File: config.mk
export PLATFORM = sky130hd
export DESIGN_NAME = dmux_sync_arb_flat
export DESIGN_NICKNAME = d
export VERILOG_FILES = /design/src/rtl/dmux_sync_arb_if.sv /design/src/rtl/dmux_sync_arb.sv /design/src/flat_wrapper.sv
export SDC_FILE = /design/constraint.sdc
export NUM_CORES = 1
export LEC_CHECK = 0
export BUFFER_PORTS_ARGS = -buffer_cell sky130_fd_sc_hd__clkbuf_2
export CAP_MARGIN = 10
export CORE_ASPECT_RATIO = 1.5
export CORE_UTILIZATION = 45
export DETAILED_ROUTE_END_ITERATION = 16
export HOLD_SLACK_MARGIN = 0.02
export PLACE_DENSITY = 0.81
export SLEW_MARGIN = 20
export SYNTH_ARGS = -nofsm -noshare
export SYNTH_HDL_FRONTEND = slang
export SYNTH_SLANG_ARGS = --single-unit
File: constraint.sdc
create_clock -name src_clk -period 4.5 [get_ports src_clk]
set_input_delay 1.125 -clock src_clk [delete_from_list [all_inputs] [get_ports src_clk]]
set_output_delay 1.125 -clock src_clk [all_outputs]
set_load 0.02 [all_outputs]
File: src/rtl/dmux_sync_arb_if.sv
// dmux_sync_arb_if: requester handshake, held channel and ack bundle for dmux_sync_arb
`timescale 1ns/1ps
interface dmux_sync_arb_if #(
  parameter int NREQ = 4,
  parameter int WIDTH = 8
);
  localparam int IDW = (NREQ > 2) ? $clog2(NREQ) : 1;
  logic [NREQ-1:0] req_valid;
  logic [NREQ*WIDTH-1:0] req_data;
  logic [NREQ-1:0] req_ready;
  logic src_toggle;
  logic [WIDTH-1:0] src_data;
  logic [IDW-1:0] src_id;
  logic ack_toggle;
  logic busy;
  logic timeout_err;
  modport master (
    output req_valid, req_data, ack_toggle,
    input req_ready, src_toggle, src_data, src_id, busy, timeout_err
  );
  modport slave (
    input req_valid, req_data, ack_toggle,
    output req_ready, src_toggle, src_data, src_id, busy, timeout_err
  );
endinterface

File: src/rtl/dmux_sync_arb.sv
// dmux_sync_arb: round-robin source-side arbiter feeding one dmux_sync channel; DMUX_SYNC_ARB_TIMEOUT_EN adds an ack timeout
`timescale 1ns/1ps
module dmux_sync_arb #(
  parameter int NREQ = 4,
  parameter int WIDTH = 8,
  parameter int DEPTH = 2,
  parameter int TIMEOUT = 64
) (
  input logic src_clk,
  input logic src_rst_n,
  dmux_sync_arb_if.slave bus
);
  localparam int IDW = (NREQ > 2) ? $clog2(NREQ) : 1;
  typedef enum logic {IDLE, WAIT_ACK} state_t;
  state_t state, state_nxt;
  logic [IDW-1:0] ptr, g;
  logic any, grant, tmo, ack_s, ack_evt, ack_prev;
  logic [DEPTH-1:0] ack_sync;

  function automatic logic [IDW-1:0] wrap_add(input logic [IDW-1:0] base, input int k);
    int s;
    s = int'(base) + k;
    return IDW'(s >= NREQ ? s - NREQ : s);
  endfunction

  // round-robin search: nearest valid requester at or above ptr, wrapping at NREQ
  always_comb begin
    g = '0;
    any = 1'b0;
    for (int k = NREQ - 1; k >= 0; k--) begin
      g = bus.req_valid[wrap_add(ptr, k)] ? wrap_add(ptr, k) : g;
      any = any | bus.req_valid[wrap_add(ptr, k)];
    end
  end

  assign ack_s = ack_sync[DEPTH-1];
  assign ack_evt = ack_s ^ ack_prev;
  assign grant = (state == IDLE) && any;
  assign bus.req_ready = (grant && src_rst_n) ? NREQ'(1) << g : '0;
  assign bus.busy = (state == WAIT_ACK);
  assign bus.timeout_err = tmo;

  // next state: a grant leaves IDLE, an ack (or timeout) returns to it
  always_comb begin
    state_nxt = state;
    state_nxt = grant ? WAIT_ACK : (state == WAIT_ACK && (ack_evt || tmo)) ? IDLE : state;
  end

  // FSM state register
  always_ff @(posedge src_clk or negedge src_rst_n) begin
    if (!src_rst_n) state <= IDLE;
    else state <= state_nxt;
  end

  // ack toggle resynchroniser plus previous value for edge detection
  always_ff @(posedge src_clk or negedge src_rst_n) begin
    if (!src_rst_n) begin
      ack_sync <= '0;
      ack_prev <= 1'b0;
    end else begin
      ack_sync <= {ack_sync[DEPTH-2:0], bus.ack_toggle};
      ack_prev <= ack_s;
    end
  end

  // channel registers: capture granted word and id, flip toggle, advance pointer past the winner
  always_ff @(posedge src_clk or negedge src_rst_n) begin
    if (!src_rst_n) begin
      bus.src_data <= '0;
      bus.src_id <= '0;
      bus.src_toggle <= 1'b0;
      ptr <= '0;
    end else if (grant) begin
      bus.src_data <= bus.req_data[g*WIDTH +: WIDTH];
      bus.src_id <= g;
      bus.src_toggle <= ~bus.src_toggle;
      ptr <= wrap_add(g, 1);
    end
  end

`ifdef DMUX_SYNC_ARB_TIMEOUT_EN
  localparam int CW = (TIMEOUT > 2) ? $clog2(TIMEOUT) : 1;
  logic [CW-1:0] cnt;

  // wait counter: cleared on grant, counts cycles spent in WAIT_ACK
  always_ff @(posedge src_clk or negedge src_rst_n) begin
    if (!src_rst_n) cnt <= '0;
    else cnt <= grant ? '0 : (state == WAIT_ACK) ? cnt + 1'b1 : cnt;
  end

  assign tmo = (state == WAIT_ACK) && !ack_evt && (cnt == CW'(TIMEOUT - 1));
`else
  assign tmo = 1'b0;
`endif
endmodule

File: src/flat_wrapper.sv
// flat-port wrapper written by rule: the top's interface ports become plain ports
module dmux_sync_arb_flat 
#(
  parameter int NREQ = 4,
  parameter int WIDTH = 8,
  parameter int DEPTH = 2,
  parameter int TIMEOUT = 64
)
  (src_clk, src_rst_n, bus_req_valid, bus_req_data, bus_ack_toggle, bus_req_ready, bus_src_toggle, bus_src_data, bus_src_id, bus_busy, bus_timeout_err);
  dmux_sync_arb_if #(.NREQ(NREQ), .WIDTH(WIDTH)) bus_i ();
  input logic src_clk;
  input logic src_rst_n;
  input wire logic [$bits(bus_i.req_valid)-1:0] bus_req_valid;
  input wire logic [$bits(bus_i.req_data)-1:0] bus_req_data;
  input wire logic [$bits(bus_i.ack_toggle)-1:0] bus_ack_toggle;
  output wire logic [$bits(bus_i.req_ready)-1:0] bus_req_ready;
  output wire logic [$bits(bus_i.src_toggle)-1:0] bus_src_toggle;
  output wire logic [$bits(bus_i.src_data)-1:0] bus_src_data;
  output wire logic [$bits(bus_i.src_id)-1:0] bus_src_id;
  output wire logic [$bits(bus_i.busy)-1:0] bus_busy;
  output wire logic [$bits(bus_i.timeout_err)-1:0] bus_timeout_err;
  assign bus_i.req_valid = bus_req_valid;
  assign bus_i.req_data = bus_req_data;
  assign bus_i.ack_toggle = bus_ack_toggle;
  assign bus_req_ready = bus_i.req_ready;
  assign bus_src_toggle = bus_i.src_toggle;
  assign bus_src_data = bus_i.src_data;
  assign bus_src_id = bus_i.src_id;
  assign bus_busy = bus_i.busy;
  assign bus_timeout_err = bus_i.timeout_err;
  dmux_sync_arb #(.NREQ(NREQ), .WIDTH(WIDTH), .DEPTH(DEPTH), .TIMEOUT(TIMEOUT)) u_core (.src_clk(src_clk), .src_rst_n(src_rst_n), .bus(bus_i));
endmodule
==> results by stage <==
Placement:
- Summed over all nets, the half-perimeter wirelength after detailed placement is between 2 and 2.5 mm.
- The minimum setup slack after placement is roughly 700 ps.
- The placed standard-cell area is about 0.0013 mm².
- At the end of routability-driven placement, the weighted congestion stood at approximately 0.79.
- The count of buffers added on input and output ports is 54.

Timing:
- Timing would allow up to between 200 and 300 MHz.
- The total count of hold-check failures in the final report came to 0.
- The slew at the pin closest to its max-slew limit is about 1100 ps.
- Setup repair after global routing left no endpoint under its margin.
- The final critical delay including setup and external delays is between 3000 and 4000 ps.
- Setup violations remaining at the end of the flow were counted as 0.
- The number of pins with negative max-slew slack in the final report is 0.
- For the final database, setup skew stands at approximately 1.4 ps.
- The final worst setup slack is between 600 and 700 ps.
- The worst pin sits at a relative slew slack of 24.3%.
- The final-layout setup total negative slack is 0 ps.
- The final cycle utilization of the critical path is a little over four fifths.

Detailed routing:
- Summing over every cut layer, the via total after detailed routing is 997.
- In the routed layout, each cell is associated on average with a via count of 5.70.
- The routed wire length is 2.65 mm.
- The number of DRC violations after detailed-routing iteration 0 is 31.
- The first TritonRoute pass finished after 4 iterations.
- The detail route stage leaves a number of antenna-violating nets equal to 0.
- Dividing the detail-routed wire length by the instance count gives roughly 15 µm.
- After detailed routing, the number of remaining DRC violations is 0.

Critical path:
- The worst register-to-register path has a depth of 4.
- The critical register-to-register path endpoint is u_core.bus.src_data[7]$_DFFE_PN0N_.
- The critical path capture point type is an output pin.
- The data required time of the worst path is approximately 3400 ps.
- The arrival time at the worst endpoint is roughly 2700 ps.
- Setup slack on the worst reg-to-reg path comes out at around 2300 ps.
- The type of the setup path with the least slack is in2out.
- The beginning of the worst register-to-register path is u_core.ptr[1]$_DFFE_PN0N_.
- The largest driver fanout on the critical path is 9.
- The kind of start point of the critical path is an input port.

Finish:
- The layout net count is about 190.
- The final non-filler cell area is between 0.001 and 0.0015 mm².
- The number of antenna cells inserted is 0.
- Cells with a size suffix above 1 make up approximately 46% of the layout.
- Compared with the post-synthesis result, the final layout area differs by 29.9%.
- Measured on the finished design, the core utilization comes to between 60% and 70%.

CTS:
- Clock tree synthesis selected as its root buffer the cell clkbuf_4.
- Buffers inserted to repair hold after CTS numbered 0.
- The number of buffers created by CTS is 3.
- After clock tree synthesis, the clock-pin slew on the worst setup and hold paths is approximately 100 ps.
- The number of setup buffers added after CTS is 0.
- CTS built an H-tree with a depth of 1.
- The clock passes through at most 2 buffers.
- The TritonCTS clock tree is yes.
- The clock reaches the later pin of the worst-skew pair after 290 ps.
- Once the clock tree was built, the resizer swapped 0 gates to a different size.
- The clock net sink count is 17.

GRT:
- The combined global-route utilization of all metal layers is around 22%.
- The first global-routing pass estimated approximately 3.7 mm of wire.
- The pin count of the biggest net entering global routing is 20.
- The met3 track demand over resource is 2.56%.
- The number of antenna violations at the first check in global routing is 0.
- For met2 alone, demand over resource in global routing was about two fifths.
- In this run the most used layer during global routing was met2.
- The aggregate global routing overflow is 0.
- The via count of the first global-routing pass was between 900 and 1000.
- For met1 alone, demand over resource in global routing was between 20% and 30%.

Logic synthesis:
- The number of storage elements in the synthesis netlist is 17.
- The synthesized design spends more area on one cell type than any other, namely dfrtp_1.
- The cell count after synthesis is between 90 and 100.
- Dividing the synthesized area by the synthesized cell count gives roughly 10 µm².
- The net count of the mapped netlist is between 100 and 150.
- The sequential element share of the synthesized area is 41.5%.
- The mapped cell area is approximately 0.001 mm².
- The number of library cell types mapped by synthesis is 30.
- After synthesis, the largest area contributor takes up 41.5% of total cell area.
- In the post-synthesis netlist, the biggest area contributors are dfrtp_1 41%, mux2_4 10%, a221o_1 7.8%.
- The number of warnings reported in the yosys synthesis log is 0.

Power:
- In this run the power density over the cells is 620 mW/mm².
- The maximum vdd drop is approximately 0.32 mV.
- In this run the static leakage power is roughly 0.67 nW.

Die:
- The die footprint is 0.00248 mm².
- The area of the core is about 0.0021 mm².
- Measured along the x axis, the die boundary spans between 40 and 50 µm.
- The floorplan has 20 rows.
- Measured along the y axis, the die boundary spans between 60 and 70 µm.
- During I/O placement, the number of pins put on the boundary was 56.
- The initial utilization of the core area, before any placement, comes to 49.4%.

Min path:
- The worst hold path passes through 0 cells.
- The startpoint identified for the worst hold timing path is u_core.ack_sync[0]$_DFF_PN0_.
- The type of the worst min-delay path is reg2reg.
- The capture endpoint of the worst hold path is u_core.ack_sync[1]$_DFF_PN0_.

Run:
- The number of max-cap violations is 0.

Status:
- The run finished with clean final reports.
==> cells in the final DEF, fill, tap and decap left out, types with 3 or more instances in the layout <==
master | synthesis | routed
a21oi_1 | 10 | 10
clkbuf_2 | 0 | 54
a221o_1 | 8 | 8
mux2_4 | 7 | 7
clkbuf_4 | 0 | 3
nand3_1 | 8 | 8
nor2b_1 | 3 | 3
o21ai_0 | 8 | 8
nor2_1 | 3 | 3
xnor2_1 | 3 | 3
nand2_1 | 8 | 8
dfrtp_1 | 17 | 17
==> layer usage <==
metal | vias to the layer above | share of wire [%]
li1 | 484 | -
met1 | 476 | 36
met3 | 4 | 5.2
met2 | 33 | 57
met5 | - | 0
met4 | 0 | 1.4
==> worst max-delay path, cell delays in order <==
cell and delay (ps):
clkbuf_2 90, nor2b_2 180, or4b_1 690, nand2_1 230, and4_1 210, clkbuf_2 160
==> through the flow <==
step / power (mW) / hold WS [ps] / instances
final: 0.826 / 374 / 175
after global routing: 0.877 / 389 / 175
after CTS: 0.832 / 372 / 175
after detailed placement: 0.747 / 348 / 171
after global placement: 0.729 / 333 / 171
after floorplan: 0.611 / 331 / 99
==> registers in the layout, summed over array words and instances (netlist names) <==
name,count
u_core.ptr,2
u_core.bus.src_id,2
u_core.bus.src_data,8
u_core.bus.busy,1
u_core.ack_sync,2
u_core.ack_prev,1
u_core.bus.src_toggle,1
==> how the worst max path moves through the flow <==
stage,startpoint,endpoint,slack [ps]
2_1_floorplan,bus_req_valid[3],bus_req_ready[2],860
3_3_place_gp,bus_req_valid[2],bus_req_ready[3],740
3_5_place_dp,bus_req_valid[2],bus_req_ready[3],690
4_1_cts,bus_req_valid[2],bus_req_ready[3],680
5_1_grt,bus_req_valid[2],bus_req_ready[3],610
6_report,bus_req_valid[2],bus_req_ready[3],680
==> logic make-up after synthesis <==
family          after synthesis  synth area share [%]
compound gates               33                  21.5
xor+xnor                      3                  2.56
mux                           8                  11.3
buf+inv                       4                  1.83
other cells                   1                 0.366
flops                        17                  41.5
simple gates                 33                  21.0
==> synthesized netlist by cell type <==
library cell  number
a21boi_1           1
a21o_1             1
a21oi_1           10
a221o_1            8
and4_1             1
buf_4              1
clkbuf_1           3
conb_1             1
dfrtp_1           17
mux2_1             1
mux2_4             7
nand2_1            8
nand3_1            8
nor2_1             3
nor2_2             1
nor2_4             1
nor2b_1            3
nor2b_2            1
nor3_1             2
nor3b_1            1
nor4_4             1
nor4b_4            1
o21ai_0            8
o21ai_1            2
o21bai_1           1
o311ai_1           1
o31a_1             1
or4_1              1
or4b_1             1
xnor2_1            3
==> final cells by class <==
class	count	area, µm²
clock inverter	1	5.00
tap	22	27.5
multi-input combinational	78	582
fill	187	744
timing repair buffer	54	270
clock buffer	3	22.5
sequential	17	425
==> power breakdown <==
group / total, mW / switching [mW] / internal (mW)
combinational: 0.478 / 0.277 / 0.201
clock: 0.0824 / 0.0493 / 0.0331
sequential: 0.266 / 0.0488 / 0.217
(Power assumes the default switching activity.)
